--- src/rtl/issue_ctrl.sv ---
// issue_ctrl: gates decoded instructions on scoreboard hazards, execution-unit
// readiness and load credits. Issues a one-hot strobe to the target unit and
// holds fetch while a jump is unresolved.
module issue_ctrl #(
  parameter int REG_NUM     = 32,
  parameter int REG_W       = 5,
  parameter int EX_UNIT_NUM = 3,
  parameter int EX_W        = 2,
  parameter int MAX_LOADS   = 2
) (
  input  logic                   clk,
  input  logic                   rst_n,
  input  logic                   if_valid,
  output logic                   if_ready,
  input  logic [EX_W-1:0]        dec_ex_unit,
  input  logic [1:0]             dec_rs_ce,
  input  logic [REG_W-1:0]       dec_rs1,
  input  logic [REG_W-1:0]       dec_rs2,
  input  logic                   dec_rd_ce,
  input  logic [REG_W-1:0]       dec_rd,
  input  logic                   dec_stall,
  input  logic                   dec_load_tag,
  input  logic [EX_UNIT_NUM-1:0] ex_ready,
  output logic [EX_UNIT_NUM-1:0] issue_valid,
  input  logic                   wb_valid,
  input  logic [REG_W-1:0]       wb_rd,
  input  logic                   load_done,
  input  logic                   jump_done,
  output logic                   fetch_hold,
  output logic [REG_NUM-1:0]     busy_vec
);

  localparam logic [0:0] ST_RUN       = 1'b0;
  localparam logic [0:0] ST_JUMP_WAIT = 1'b1;

  localparam logic [EX_W-1:0] EX_MEM_UNIT = EX_W'(1);

  logic [0:0]         state;
  logic [0:0]         state_nxt;
  logic [REG_NUM-1:0] busy;
  logic [REG_NUM-1:0] busy_nxt;
  logic [REG_NUM-1:0] eff_busy;
  logic [2:0]         load_cnt;
  logic [2:0]         load_cnt_nxt;

  logic raw, waw, unit_legal, unit_ready, load_block, fire;
  logic is_mem_load, rd_set, load_inc, load_dec;

  // Hazard evaluation against the scoreboard with same-cycle writeback bypass
  always_comb begin
    eff_busy = busy;
    if (wb_valid) eff_busy[wb_rd] = 1'b0;
    raw = (dec_rs_ce[0] & eff_busy[dec_rs1]) | (dec_rs_ce[1] & eff_busy[dec_rs2]);
    waw = dec_rd_ce & (dec_rd != '0) & eff_busy[dec_rd];
  end

  // Issue decision and one-hot strobe; illegal units bypass ex_ready and are just consumed
  always_comb begin
    unit_legal = (32'(dec_ex_unit) < 32'(EX_UNIT_NUM));
    unit_ready = 1'b0;
    for (int unsigned i = 0; i < EX_UNIT_NUM; i++) begin
      if (dec_ex_unit == EX_W'(i)) unit_ready = ex_ready[i];
    end
    is_mem_load = (dec_ex_unit == EX_MEM_UNIT) & dec_load_tag;
    load_block  = is_mem_load & (load_cnt == 3'(MAX_LOADS));
    fire = rst_n & (state == ST_RUN) & if_valid & ~raw & ~waw
         & (unit_ready | ~unit_legal) & ~load_block;
    if_ready    = fire;
    issue_valid = '0;
    for (int unsigned i = 0; i < EX_UNIT_NUM; i++) begin
      if (dec_ex_unit == EX_W'(i)) issue_valid[i] = fire;
    end
    fetch_hold = rst_n & (state == ST_JUMP_WAIT);
    busy_vec   = busy;
  end

  // Next-state for scoreboard, load credits and jump FSM; a set beats a same-register clear
  always_comb begin
    busy_nxt = busy;
    if (wb_valid) busy_nxt[wb_rd] = 1'b0;
    rd_set = fire & unit_legal & dec_rd_ce & (dec_rd != '0);
    if (rd_set) busy_nxt[dec_rd] = 1'b1;
    busy_nxt[0] = 1'b0;

    load_inc = fire & is_mem_load;
    load_dec = load_done & (load_cnt != '0);
    load_cnt_nxt = load_cnt;
    if (load_inc & ~load_dec)      load_cnt_nxt = load_cnt + 3'd1;
    else if (~load_inc & load_dec) load_cnt_nxt = load_cnt - 3'd1;

    state_nxt = state;
    case (state)
      ST_RUN:       if (fire & dec_stall) state_nxt = ST_JUMP_WAIT;
      ST_JUMP_WAIT: if (jump_done)        state_nxt = ST_RUN;
      default:                            state_nxt = ST_RUN;
    endcase
  end

  // Registered state with asynchronous active-low reset
  always_ff @(posedge clk or negedge rst_n) begin
    if (!rst_n) begin
      state    <= ST_RUN;
      busy     <= '0;
      load_cnt <= '0;
    end else begin
      state    <= state_nxt;
      busy     <= busy_nxt;
      load_cnt <= load_cnt_nxt;
    end
  end

endmodule
--- config.mk ---
export PLATFORM = sky130hd
export DESIGN_NAME = issue_ctrl
export DESIGN_NICKNAME = d
export VERILOG_FILES = /design/src/rtl/issue_ctrl.sv
export SDC_FILE = /design/constraint.sdc
export NUM_CORES = 1
export LEC_CHECK = 0
export ABC_AREA = 1
export BUFFER_PORTS_ARGS = -buffer_cell sky130_fd_sc_hd__buf_2
export CAP_MARGIN = 25
export CORE_ASPECT_RATIO = 1.25
export CORE_MARGIN = 2
export CORE_UTILIZATION = 39
export DETAILED_ROUTE_END_ITERATION = 8
export MAX_ROUTING_LAYER = met4
export SYNTH_ARGS = -nofsm -noshare
export SYNTH_HDL_FRONTEND = slang
export SYNTH_SLANG_ARGS = --single-unit
--- constraint.sdc ---
create_clock -name clk -period 3.7 [get_ports clk]
set_input_delay 0.185 -clock clk [delete_from_list [all_inputs] [get_ports clk]]
set_output_delay 0.185 -clock clk [all_outputs]
set_load 0.01 [all_outputs]
==> impl_results.rst, run 1 <==
.. list-table::
   :header-rows: 1

   * - Metric
     - Value
   * - Status
     - finished, final reports clean
   * - Slowest stage cell on the critical path
     - sky130_fd_sc_hd__dfrtp_1
   * - Delay-heaviest family, CP
     - compound AO/OA/AOI/OAI gates
   * - Worst hold path class
     - input pin to register
   * - Area of the core
     - 7400 sq um
   * - Post-Syn Instances
     - a little under 500
   * - Most frequently used cell type in the post-synthesis netlist
     - sky130_fd_sc_hd__nand2_1
   * - H-tree depth reported by CTS
     - 2
   * - Commonest cells post-synth
     - sky130_fd_sc_hd__nand2_1 (151), sky130_fd_sc_hd__nand3_1 (106), sky130_fd_sc_hd__nor2_1 (48)
   * - Most area-hungry cell type in the Yosys netlist
     - sky130_fd_sc_hd__dfrtp_1
   * - RD Place Congestion
     - slightly below 1
   * - Worst Path Max Fanout
     - 6
   * - Number of buffers on the longest clock path
     - 2
   * - Critical path data required time
     - approximately 3900 ps
   * - Remaining global-route overflow
     - 0
   * - Post-CTS setup buffer count
     - 0
   * - Synthesis-stage register bit count
     - 35
   * - Worst slew margin relative to its limit
     - 0.516
   * - Crit Path Category
     - register to register
   * - Number of nets in the layout
     - around 600
   * - Crit path launch type
     - register
   * - Latest clock arrival within the worst-skew pair
     - approximately 290 ps
   * - Power density over the cells
     - about 310 nW/um^2
   * - Residual DRC
     - 0
   * - Clock root cell
     - sky130_fd_sc_hd__clkbuf_8
   * - Count of inserted antenna diode cells
     - 0
   * - Drt pass-1 iters
     - 6
   * - Main area contributors after synthesis
     - sky130_fd_sc_hd__dfrtp_1 (29%), sky130_fd_sc_hd__nand2_1 (19%), sky130_fd_sc_hd__nand3_1 (18%)
   * - Transition time at the pin with the least slew margin
     - a little over 700 ps
   * - Die Span Y
     - roughly 100 um
   * - Setup repair after global routing missed its margin
     - false
   * - Count of instances resized after the clock tree is built
     - 0
   * - Global-route wire length before repair
     - roughly 17000 um
   * - Longest individual stage delay on the worst path
     - between 400 and 500 ps
   * - Antenna violations before repair
     - 0
   * - Mean post-synth cell area
     - 6.19 sq um
   * - Initial DRC Count
     - ~310
   * - Share of cells above drive strength 1
     - 0.182
   * - Post-synth design cell area
     - roughly 3000 sq um
   * - Filler instances
     - between 800 and 900
   * - Aggregate global-route resource usage
     - 0.272
   * - Area enclosed by the die boundary
     - 8360 sq um
   * - Effective utilization at floorplan
     - 0.403
   * - Final Core Density
     - 0.474
   * - Vias in the first global route
     - roughly 3500
   * - Floorplan row count
     - 35
   * - Nature of the critical path endpoint
     - register
   * - Layout overhead on the synthesized area
     - 17.7%
   * - Max frequency
     - ~0.37 GHz
   * - Number of enable flip-flop cells after synthesis
     - 0
   * - Leak
     - roughly 1.8 nW
   * - Register share of total power
     - 0.412
   * - Clock Power Share
     - 0.310
   * - Area share of the largest cell type after synthesis
     - 0.294
   * - Maximum number of pins on one net before global-route repair
     - 37
   * - Highest ir drop seen on vdd
     - 0.181 mV
   * - Most used flip-flop cell after synthesis
     - sky130_fd_sc_hd__dfrtp_1
   * - Number of nets with antenna violations after detailed routing
     - 0
   * - Hold Slack
     - about 130 ps
   * - Psw
     - 0.374 mW
   * - Tcrit/Tclk final
     - 0.733
   * - Arrival time of the worst setup path
     - between 2000 and 3000 ps
   * - Via-per-instance ratio
     - 5.66
   * - Post-detailed-route wirelength per cell
     - 16.6 um
   * - Count of hold-fix buffers inserted at cts
     - 1
   * - PnR worst setup slack
     - ~990 ps
   * - Yosys warning total
     - 0
   * - Post-route setup TNS
     - 0 ps
   * - Endpoints failing hold
     - 0
   * - Post-layout minimum cycle time
     - 2710 ps
   * - Floorplan die width
     - 82.2 um
   * - Proportion of synthesized flip-flops having asynchronous set or reset
     - 1.00
   * - # clock sinks
     - 35
   * - Series of cell instances along the critical path
     - inv_1 > o21bai_1 > nand2_1 > nand2_1 > o21ai_0 > nor2_1 > nor2_1 > nand3_1 > nand2_1 > a21oi_4 > nand2_2 > nor2_1 > ha_1 > inv_1 > fa_1 > a21oi_1 > o21ai_0 > xnor2_1
   * - Worst clock skew
     - slightly above 7 ps
   * - Max Cap Violations
     - 0
   * - Routed Wire Length
     - 10600 um
   * - Clock slew at the register clock pins of the worst setup and hold paths
     - roughly 80 ps
   * - Setup violators final
     - 0
   * - Number of buffer and inverter instances along the worst setup path
     - 2
   * - Net Count, Synth
     - 520
   * - TritonCTS Buffers
     - 5
   * - Post-synthesis sequential area ratio
     - 0.294
   * - Clock tree from TritonCTS
     - yes
   * - Routed vias
     - about 3600
   * - Internal power
     - roughly 0.73 mW
   * - Fin. max-slew vios
     - 0
   * - Logic gate share of total power
     - 0.278
   * - Count of unique library cells instantiated by Yosys
     - 30
   * - Net switching fraction of the power
     - 0.338
   * - Top-Level Pins
     - 73
   * - IO buf count
     - 71
   * - Final HPWL from detailed placement
     - between 8000 and 9000 um
   * - Placement-stage worst setup slack
     - about 730 ps
[power by group through the flow]
| stage | logic [mW] | clock network (mW) | registers [mW] |
|---|---|---|---|
| finish | 0.307 | 0.343 | 0.456 |
| floorplan | 0.191 | 0 | 0.459 |
| global placement | 0.300 | 0 | 0.461 |
| global route | 0.342 | 0.361 | 0.459 |
| detailed placement | 0.303 | 0 | 0.461 |
| CTS | 0.305 | 0.345 | 0.454 |
[layout make-up]
type | count | area, sq um | share of cell area
clock buffers | 5 | 68.8 | 0.0196
clock inverters | 3 | 43.8 | 0.0125
inverters | 36 | 135 | 0.0385
multi-input cells | 393 | 1870 | 0.532
flip-flops and latches | 35 | 876 | 0.250
well taps | 92 | 115 | 0.0328
repair buffers | 76 | 403 | 0.115
[registers in the layout, summed over array words and instances, names as in the netlist]
name / flops
busy_vec: 31
state: 1
load_cnt: 3
[worst reg2reg max path: cells and delay by family, from the launching register on]
family | cells | cell delay (ps)
fa+ha+maj | 2 | 520
xor+xnor | 1 | 140
buf+inv | 2 | 140
compound gates | 5 | 700
flops | 1 | 420
simple gates | 8 | 680
[placed cells by master (no fill, tap or decap), types with 2 or more instances in the layout]
cell type,instances
sky130_fd_sc_hd__a21oi_1,6
sky130_fd_sc_hd__buf_2,71
sky130_fd_sc_hd__buf_4,3
sky130_fd_sc_hd__clkbuf_8,5
sky130_fd_sc_hd__dfrtp_1,35
sky130_fd_sc_hd__inv_1,34
sky130_fd_sc_hd__inv_2,2
sky130_fd_sc_hd__nand2_1,151
sky130_fd_sc_hd__nand2_2,3
sky130_fd_sc_hd__nand3_1,106
sky130_fd_sc_hd__nand4_1,33
sky130_fd_sc_hd__nor2_1,48
sky130_fd_sc_hd__nor2_2,6
sky130_fd_sc_hd__nor2_4,2
sky130_fd_sc_hd__nor3_1,5
sky130_fd_sc_hd__o211ai_1,9
sky130_fd_sc_hd__o21ai_0,7
sky130_fd_sc_hd__o21ai_1,4
sky130_fd_sc_hd__xnor2_1,2
[cell families after synthesis]
kind of cell / count (synthesis) / synth area share
other: 1 / 0.00126
and+or+nand+nor: 357 / 0.540
AOI/OAI and AO/OA: 30 / 0.0638
xor gates and xnor gates: 2 / 0.00588
adders and majority gates: 2 / 0.0109
muxes: 1 / 0.00378
buffers and inverters: 54 / 0.0810
DFF: 35 / 0.294
[final timing paths]
kind,from,to,slack [ps],cells after the start
max,busy_vec[3],load_cnt[2],990,18
min,dec_stall,state,130,3
max reg2reg,busy_vec[3],load_cnt[2],990,18
min reg2reg,load_cnt[2],load_cnt[2],480,1
max in group asynchronous,rst_n,busy_vec[28],2880,3
min in group asynchronous,rst_n,busy_vec[3],500,3
[stage by stage]
stage | power, mW | instance area [sq um] | cells
2_1_floorplan | 0.650 | 2980 | 482
3_3_place_gp | 0.761 | 3370 | 630
6_report | 1.11 | 3510 | 640
5_1_grt | 1.16 | 3510 | 640
3_5_place_dp | 0.765 | 3390 | 631
4_1_cts | 1.10 | 3510 | 640
[per-layer routing]
metal	vias to the layer above	track usage	wire length, um
li1	1752	-	-
met1	1641	0.340	4340
met2	195	0.452	5220
met3	37	0.0250	733
met4	0	0.101	327
met5	-	-	0
Power figures use the tool's default switching activity.
==> inputs of run 2 (changes only) <==
==> constraint.sdc (replaced) <==
create_clock -name clk -period 2.55 [get_ports clk]
set_input_delay 0.1275 -clock clk [delete_from_list [all_inputs] [get_ports clk]]
set_output_delay 0.1275 -clock clk [all_outputs]
set_load 0.01 [all_outputs]
==> run 2 against run 1 <==
Against the previous run:
- clock skew is 2.4 ps higher
- clock-buffer cell count stayed put
- utilization rose by 4.6 points
- critical endpoint is now load_cnt[1]
- largest power group unchanged
==> impl_results.rst, run 2 (same netlist as run 1, synthesis figures left out) <==
.. list-table::
   :header-rows: 1

   * - Metric
     - Value
   * - Area enclosed by the die boundary
     - around 8400 sq um
   * - Aggregate global-route resource usage
     - 0.281
   * - Fin. max-slew vios
     - 0
   * - Timing startpoint of the critical path
     - busy_vec[23]
   * - Hold Startpoint
     - jump_done
   * - Clock root cell
     - sky130_fd_sc_hd__clkbuf_8
   * - Crit Path Category
     - register to register
   * - Routed Wire Length
     - between 10000 and 15000 um
   * - Initial DRC Count
     - approximately 300
   * - Global-route wire length before repair
     - between 15000 and 20000 um
   * - Effective utilization at floorplan
     - 0.403
   * - Number of nets in the layout
     - between 600 and 700
   * - Power density over the cells
     - roughly 430 nW/um^2
   * - Register share of total power
     - 0.394
   * - Tcrit/Tclk final
     - 0.948
   * - Die Span Y
     - 102 um
   * - Endpoints failing hold
     - 0
   * - Remaining global-route overflow
     - 0
   * - Number of buffers on the longest clock path
     - 2
   * - Final HPWL from detailed placement
     - about 9000 um
   * - Count of inserted antenna diode cells
     - 0
   * - Clock slew at the register clock pins of the worst setup and hold paths
     - 80 ps
   * - Routed vias
     - about 3700
   * - Antenna violations before repair
     - 0
   * - Setup violators final
     - 0
   * - Setup repair after global routing missed its margin
     - true
   * - Non-filler instance count after layout
     - 679
   * - Clock Power Share
     - 0.299
   * - TritonCTS Buffers
     - 5
   * - Post-layout minimum cycle time
     - about 2400 ps
   * - Drt pass-1 iters
     - 5
   * - Maximum number of pins on one net before global-route repair
     - 37
   * - Sequential cell area
     - between 800 and 900 sq um
   * - Status
     - finished, final reports clean
   * - Layout overhead on the synthesized area
     - 29.2%
   * - Psw
     - approximately 0.56 mW
   * - Nature of the critical path endpoint
     - register
   * - Floorplan row count
     - 35
   * - RD Place Congestion
     - ~0.9
   * - Filler instances
     - approximately 810
   * - Net switching fraction of the power
     - 0.335
   * - IO buf count
     - 71
   * - Area of combinational cells with multiple inputs
     - about 1900 sq um
   * - Most common cell after layout, fill and taps aside
     - sky130_fd_sc_hd__nand2_1
   * - Max frequency
     - 0.414 GHz
   * - H-tree depth reported by CTS
     - 2
   * - Via-per-instance ratio
     - between 5 and 6
   * - Worst hold path class
     - input pin to register
   * - Area of all placed cells without fillers
     - 3850 sq um
   * - Highest ir drop seen on vdd
     - approximately 0.31 mV
   * - Residual DRC
     - 0
   * - Leak
     - about 2 nW
   * - Max Cap Violations
     - 0
   * - Worst clock skew
     - a little under 10 ps
   * - Floorplan die width
     - between 80 and 90 um
   * - Number of nets with antenna violations after detailed routing
     - 0
   * - Placed instance count
     - between 600 and 700
   * - Logic gate share of total power
     - 0.307
   * - # clock sinks
     - 35
   * - Max FFs per register
     - 31
   * - Crit path launch type
     - register
   * - Most used cells in the layout excluding fill and tap cells
     - sky130_fd_sc_hd__nand2_1 (147), sky130_fd_sc_hd__nand3_1 (105), sky130_fd_sc_hd__buf_2 (71), sky130_fd_sc_hd__nor2_1 (47), sky130_fd_sc_hd__buf_4 (41)
   * - Critical path data required time
     - between 2000 and 3000 ps
   * - Post-route setup TNS
     - 0 ps
   * - Latest clock arrival within the worst-skew pair
     - 290 ps
   * - Arrival time of the worst setup path
     - ~2600 ps
   * - Worst Path Max Fanout
     - 3
   * - Area post-placement
     - approximately 3700 sq um
   * - Share of cells above drive strength 1
     - 0.254
   * - Clock tree from TritonCTS
     - yes
   * - Internal power
     - about 1.1 mW
   * - Area of the core
     - approximately 7400 sq um
   * - Launch instance of the worst register-to-register path
     - busy_vec[23]
   * - Vias in the first global route
     - ~3600
   * - Top-Level Pins
     - 73
   * - Post-detailed-route wirelength per cell
     - 16.1 um
==> run 2: changes by cell type in the layout (fill, tap and decap cells not counted), sizes merged <==
cell and delta:
buf +39
==> run 2: area by class of cell <==
class	instances	share of cell area
inverters	36	0.0351
multi-input cells	393	0.494
flip-flops and latches	35	0.227
well taps	92	0.0299
clock inverters	3	0.0114
repair buffers	115	0.185
clock buffers	5	0.0179
==> run 2: what timing repair did <==
| action | in CTS | in global routing |
|---|---|---|
| resized for setup | 1 | 12 |
| pin swaps | 0 | 3 |
| hold endpoints to repair | 35 | 0 |
| setup endpoints to repair | 1 | 2 |
| setup buffers | 1 | 1 |
| hold buffers | 1 | 0 |
==> run 2: path summary, 6_finish.rpt <==
path                          endpoint  slack, ps  depth (start not counted)
setup / recovery           load_cnt[1]        130                         14
hold / removal                   state         70                          4
setup reg to reg           load_cnt[1]        130                         14
hold reg to reg            load_cnt[2]        470                          1
max in group asynchronous  busy_vec[9]       1770                          3
min in group asynchronous  busy_vec[1]        450                          3
==> run 2: critical path, cell delays in order (launching register included) <==
cell and delay [ps]:
sky130_fd_sc_hd__dfrtp_1 390, sky130_fd_sc_hd__o21ai_0 110, sky130_fd_sc_hd__buf_4 160, sky130_fd_sc_hd__o211ai_1 200
sky130_fd_sc_hd__nand3_1 110, sky130_fd_sc_hd__nand3_1 90, sky130_fd_sc_hd__nand3_1 60, sky130_fd_sc_hd__nand2_1 110
sky130_fd_sc_hd__nand2_2 70, sky130_fd_sc_hd__nand2_2 80, sky130_fd_sc_hd__nor2_2 40, sky130_fd_sc_hd__ha_2 170
sky130_fd_sc_hd__inv_2 60, sky130_fd_sc_hd__fa_2 420, sky130_fd_sc_hd__mux2_2 260
==> run 2: per-layer routing <==
| layer | global-route usage | vias up | share of wire |
|---|---|---|---|
| li1 | - | 1829 | - |
| met1 | 0.365 | 1704 | 0.44 |
| met2 | 0.461 | 164 | 0.49 |
| met3 | 0.0169 | 18 | 0.056 |
| met4 | 0.0987 | 0 | 0.018 |
| met5 | - | - | 0 |
==> run 2: power by group through the flow <==
| stage | registers, mW | clock network (mW) | logic [mW] |
|---|---|---|---|
| after floorplan | 0.666 | 0 | 0.278 |
| after global placement | 0.668 | 0 | 0.495 |
| after detailed placement | 0.668 | 0 | 0.498 |
| after CTS | 0.657 | 0.507 | 0.507 |
| after global routing | 0.667 | 0.537 | 0.569 |
| final | 0.659 | 0.501 | 0.514 |
==> run 2: per-stage QoR <==
step	utilization	hold WS, ps	power, mW	setup slack (ps)
floorplan	-	-168	0.944	84.8
global placement	0.499	255	1.16	-237
detailed placement	0.499	258	1.17	-244
CTS	0.516	69.3	1.67	10.0
global route	0.521	84.7	1.77	-83.6
finish	0.521	72.3	1.68	134
==> inputs of run 3 (changes only) <==
--- a/config.mk
+++ b/config.mk
@@ -8,7 +8,7 @@
 export ABC_AREA = 1
 export BUFFER_PORTS_ARGS = -buffer_cell sky130_fd_sc_hd__buf_2
 export CAP_MARGIN = 25
-export CORE_ASPECT_RATIO = 1.25
+export CORE_ASPECT_RATIO = 0.8
 export CORE_MARGIN = 2
 export CORE_UTILIZATION = 39
 export DETAILED_ROUTE_END_ITERATION = 8
==> run 3 against run 2 <==
Against the previous run:
- combinational power is 5.8% higher
- worst setup slack worse by 130 ps
- global-route usage is 0.20 points lower
- fmax is 5.1% lower
- sequential share of layout area is 0.62 points lower
- hold slack worse by 13 ps
- clock power is 2% higher
- non-clock buffer count is 9 higher
- wire length is 2.5% higher
- first-iteration DRC count is 1.0% higher
- cell count is 3.2% higher
- sequential power is 0.8% higher
==> impl_results.rst, run 3 (same netlist as run 1, synthesis figures left out) <==
.. list-table::
   :header-rows: 1

   * - Metric
     - Value
   * - Status
     - finished, final reports clean
   * - Fin. max-slew vios
     - 0
   * - Effective utilization at floorplan
     - 0.403
   * - Area post-placement
     - about 3800 sq um
   * - Number of nets with antenna violations after detailed routing
     - 0
   * - Clock root cell
     - sky130_fd_sc_hd__clkbuf_8
   * - Drt pass-1 iters
     - 5
   * - Worst clock skew
     - 4.71 ps
   * - Hold Slack
     - 58.9 ps
   * - Share of cells above drive strength 1
     - 0.265
   * - Post-route setup TNS
     - 0 ps
   * - Nature of the critical path endpoint
     - register
   * - Arrival time of the worst setup path
     - roughly 2700 ps
   * - Most common cell after layout, fill and taps aside
     - sky130_fd_sc_hd__nand2_1
   * - Crit Path Category
     - register to register
   * - Number of nets in the layout
     - roughly 630
   * - Highest ir drop seen on vdd
     - approximately 0.33 mV
   * - Area of all placed cells without fillers
     - approximately 4000 sq um
   * - Max frequency
     - about 0.39 GHz
   * - Worst hold path class
     - input pin to register
   * - Post-detailed-route wirelength per cell
     - around 16 um
   * - Via-per-instance ratio
     - 5.47
   * - Transition time at the pin with the least slew margin
     - 514 ps
   * - Count of inserted antenna diode cells
     - 0
   * - Power density over the cells
     - roughly 430 nW/um^2
   * - TritonCTS Buffers
     - 5
   * - Layout overhead on the synthesized area
     - 32.9%
   * - Leak
     - between 2 and 2.5 nW
   * - Setup violators final
     - 0
   * - Final HPWL from detailed placement
     - approximately 8900 um
   * - Tcrit/Tclk final
     - 0.998
   * - Total power
     - between 1.5 and 2 mW
   * - Vias in the first global route
     - 3437
   * - Endpoints failing hold
     - 0
   * - Routed vias
     - between 3000 and 4000
   * - Die Span Y
     - slightly above 80 um
   * - Residual DRC
     - 0
   * - Initial DRC Count
     - approximately 300
   * - Most used cells in the layout excluding fill and tap cells
     - sky130_fd_sc_hd__nand2_1 (148), sky130_fd_sc_hd__nand3_1 (106), sky130_fd_sc_hd__buf_2 (71), sky130_fd_sc_hd__buf_4 (48), sky130_fd_sc_hd__nor2_1 (47)
   * - Area of the core
     - 7390 sq um
   * - Maximum number of pins on one net before global-route repair
     - 37
   * - Critical path data required time
     - about 2700 ps
   * - Worst slew margin relative to its limit
     - 0.657
   * - IO buf count
     - 71
   * - Clock slew at the register clock pins of the worst setup and hold paths
     - roughly 80 ps
   * - Area enclosed by the die boundary
     - around 8400 sq um
   * - Post-layout minimum cycle time
     - 2550 ps
   * - Antenna violations before repair
     - 0
   * - Clock tree from TritonCTS
     - yes
   * - RD Place Congestion
     - 0.952
   * - Setup repair after global routing missed its margin
     - true
   * - Worst Path Max Fanout
     - 3
   * - Crit path launch type
     - register
   * - Latest clock arrival within the worst-skew pair
     - 300 ps
   * - H-tree depth reported by CTS
     - 2
   * - Remaining global-route overflow
     - 0
   * - Top-Level Pins
     - 73
   * - Global-route wire length before repair
     - approximately 18000 um
   * - # clock sinks
     - 35
   * - Aggregate global-route resource usage
     - 0.279
   * - Floorplan die width
     - a little over 100 um
   * - Max Cap Violations
     - 0
   * - Routed Wire Length
     - 11200 um
   * - Max FFs per register
     - 31
   * - Number of buffers on the longest clock path
     - 2
   * - Floorplan row count
     - 28
run 3: cell count changes in the layout (fill, tap and decap cells not counted), sizes merged:
cell / previous run / this run
buf: 114 / 123
run 3: critical path, cell delays in order (launching register included):
cell and delay (ps):
sky130_fd_sc_hd__dfrtp_1 430, sky130_fd_sc_hd__inv_1 70, sky130_fd_sc_hd__o21bai_1 100, sky130_fd_sc_hd__buf_4 160, sky130_fd_sc_hd__nand2_2 50, sky130_fd_sc_hd__nand2_1 70, sky130_fd_sc_hd__o21ai_1 70, sky130_fd_sc_hd__nor2_1 110
sky130_fd_sc_hd__nor2_1 50, sky130_fd_sc_hd__nand3_1 80, sky130_fd_sc_hd__nand2_2 70, sky130_fd_sc_hd__a21oi_4 130, sky130_fd_sc_hd__nand2_2 70, sky130_fd_sc_hd__nor2_2 90, sky130_fd_sc_hd__ha_2 170, sky130_fd_sc_hd__inv_2 40
sky130_fd_sc_hd__fa_2 400, sky130_fd_sc_hd__mux2_4 280
run 3: path summary, 6_finish.rpt:
kind	end	start	cells after the start	slack [ps]
hold reg to reg	load_cnt[2]	load_cnt[2]	1	470
hold / removal	state	jump_done	4	60
min in group asynchronous	busy_vec[2]	rst_n	3	430
max in group asynchronous	busy_vec[27]	rst_n	3	1790
setup reg to reg	load_cnt[1]	busy_vec[3]	17	5
setup / recovery	load_cnt[1]	busy_vec[3]	17	5
run 3: cell type report:
| cell class | instances | area (sq um) |
|---|---|---|
| multi-input combinational | 393 | 1900 |
| sequential | 35 | 876 |
| fill | 761 | 3430 |
| tap | 105 | 131 |
| timing repair buffer | 124 | 806 |
| clock buffer | 5 | 68.8 |
| clock inverter | 3 | 43.8 |
| inverter | 36 | 135 |
run 3: repair_timing:
| item | in CTS | in global routing |
|---|---|---|
| pin swaps | 0 | 2 |
| setup buffers | 1 | 2 |
| hold endpoints to repair | 35 | 0 |
| setup endpoints to repair | 2 | 2 |
| hold buffers | 1 | 0 |
| gates resized for setup | 4 | 10 |
run 3: power by group:
part / switching, mW / leakage, nW / internal [mW]
Clock: 0.219 / 0.0581 / 0.291
Combinational: 0.307 / 1.51 / 0.236
Sequential: 0.0588 / 0.477 / 0.605
Total: 0.585 / 2.05 / 1.13
run 3: routing by layer:
| metal | vias to the layer above | part of all wire | GRT usage | wire length [um] |
|---|---|---|---|---|
| li1 | 1842 | - | - | - |
| met1 | 1726 | 0.47 | 0.404 | 5220 |
| met2 | 245 | 0.41 | 0.399 | 4530 |
| met3 | 23 | 0.11 | 0.0556 | 1250 |
| met4 | 0 | 0.016 | 0.0676 | 179 |
| met5 | - | 0 | - | 0 |
run 3: through the flow:
stage,instances,util,setup slack [ps]
after global routing,701,0.536,-140
after floorplan,482,-,84.8
after detailed placement,689,0.512,-280
final,701,0.536,4.68
after CTS,699,0.530,-3.18
after global placement,689,0.512,-229
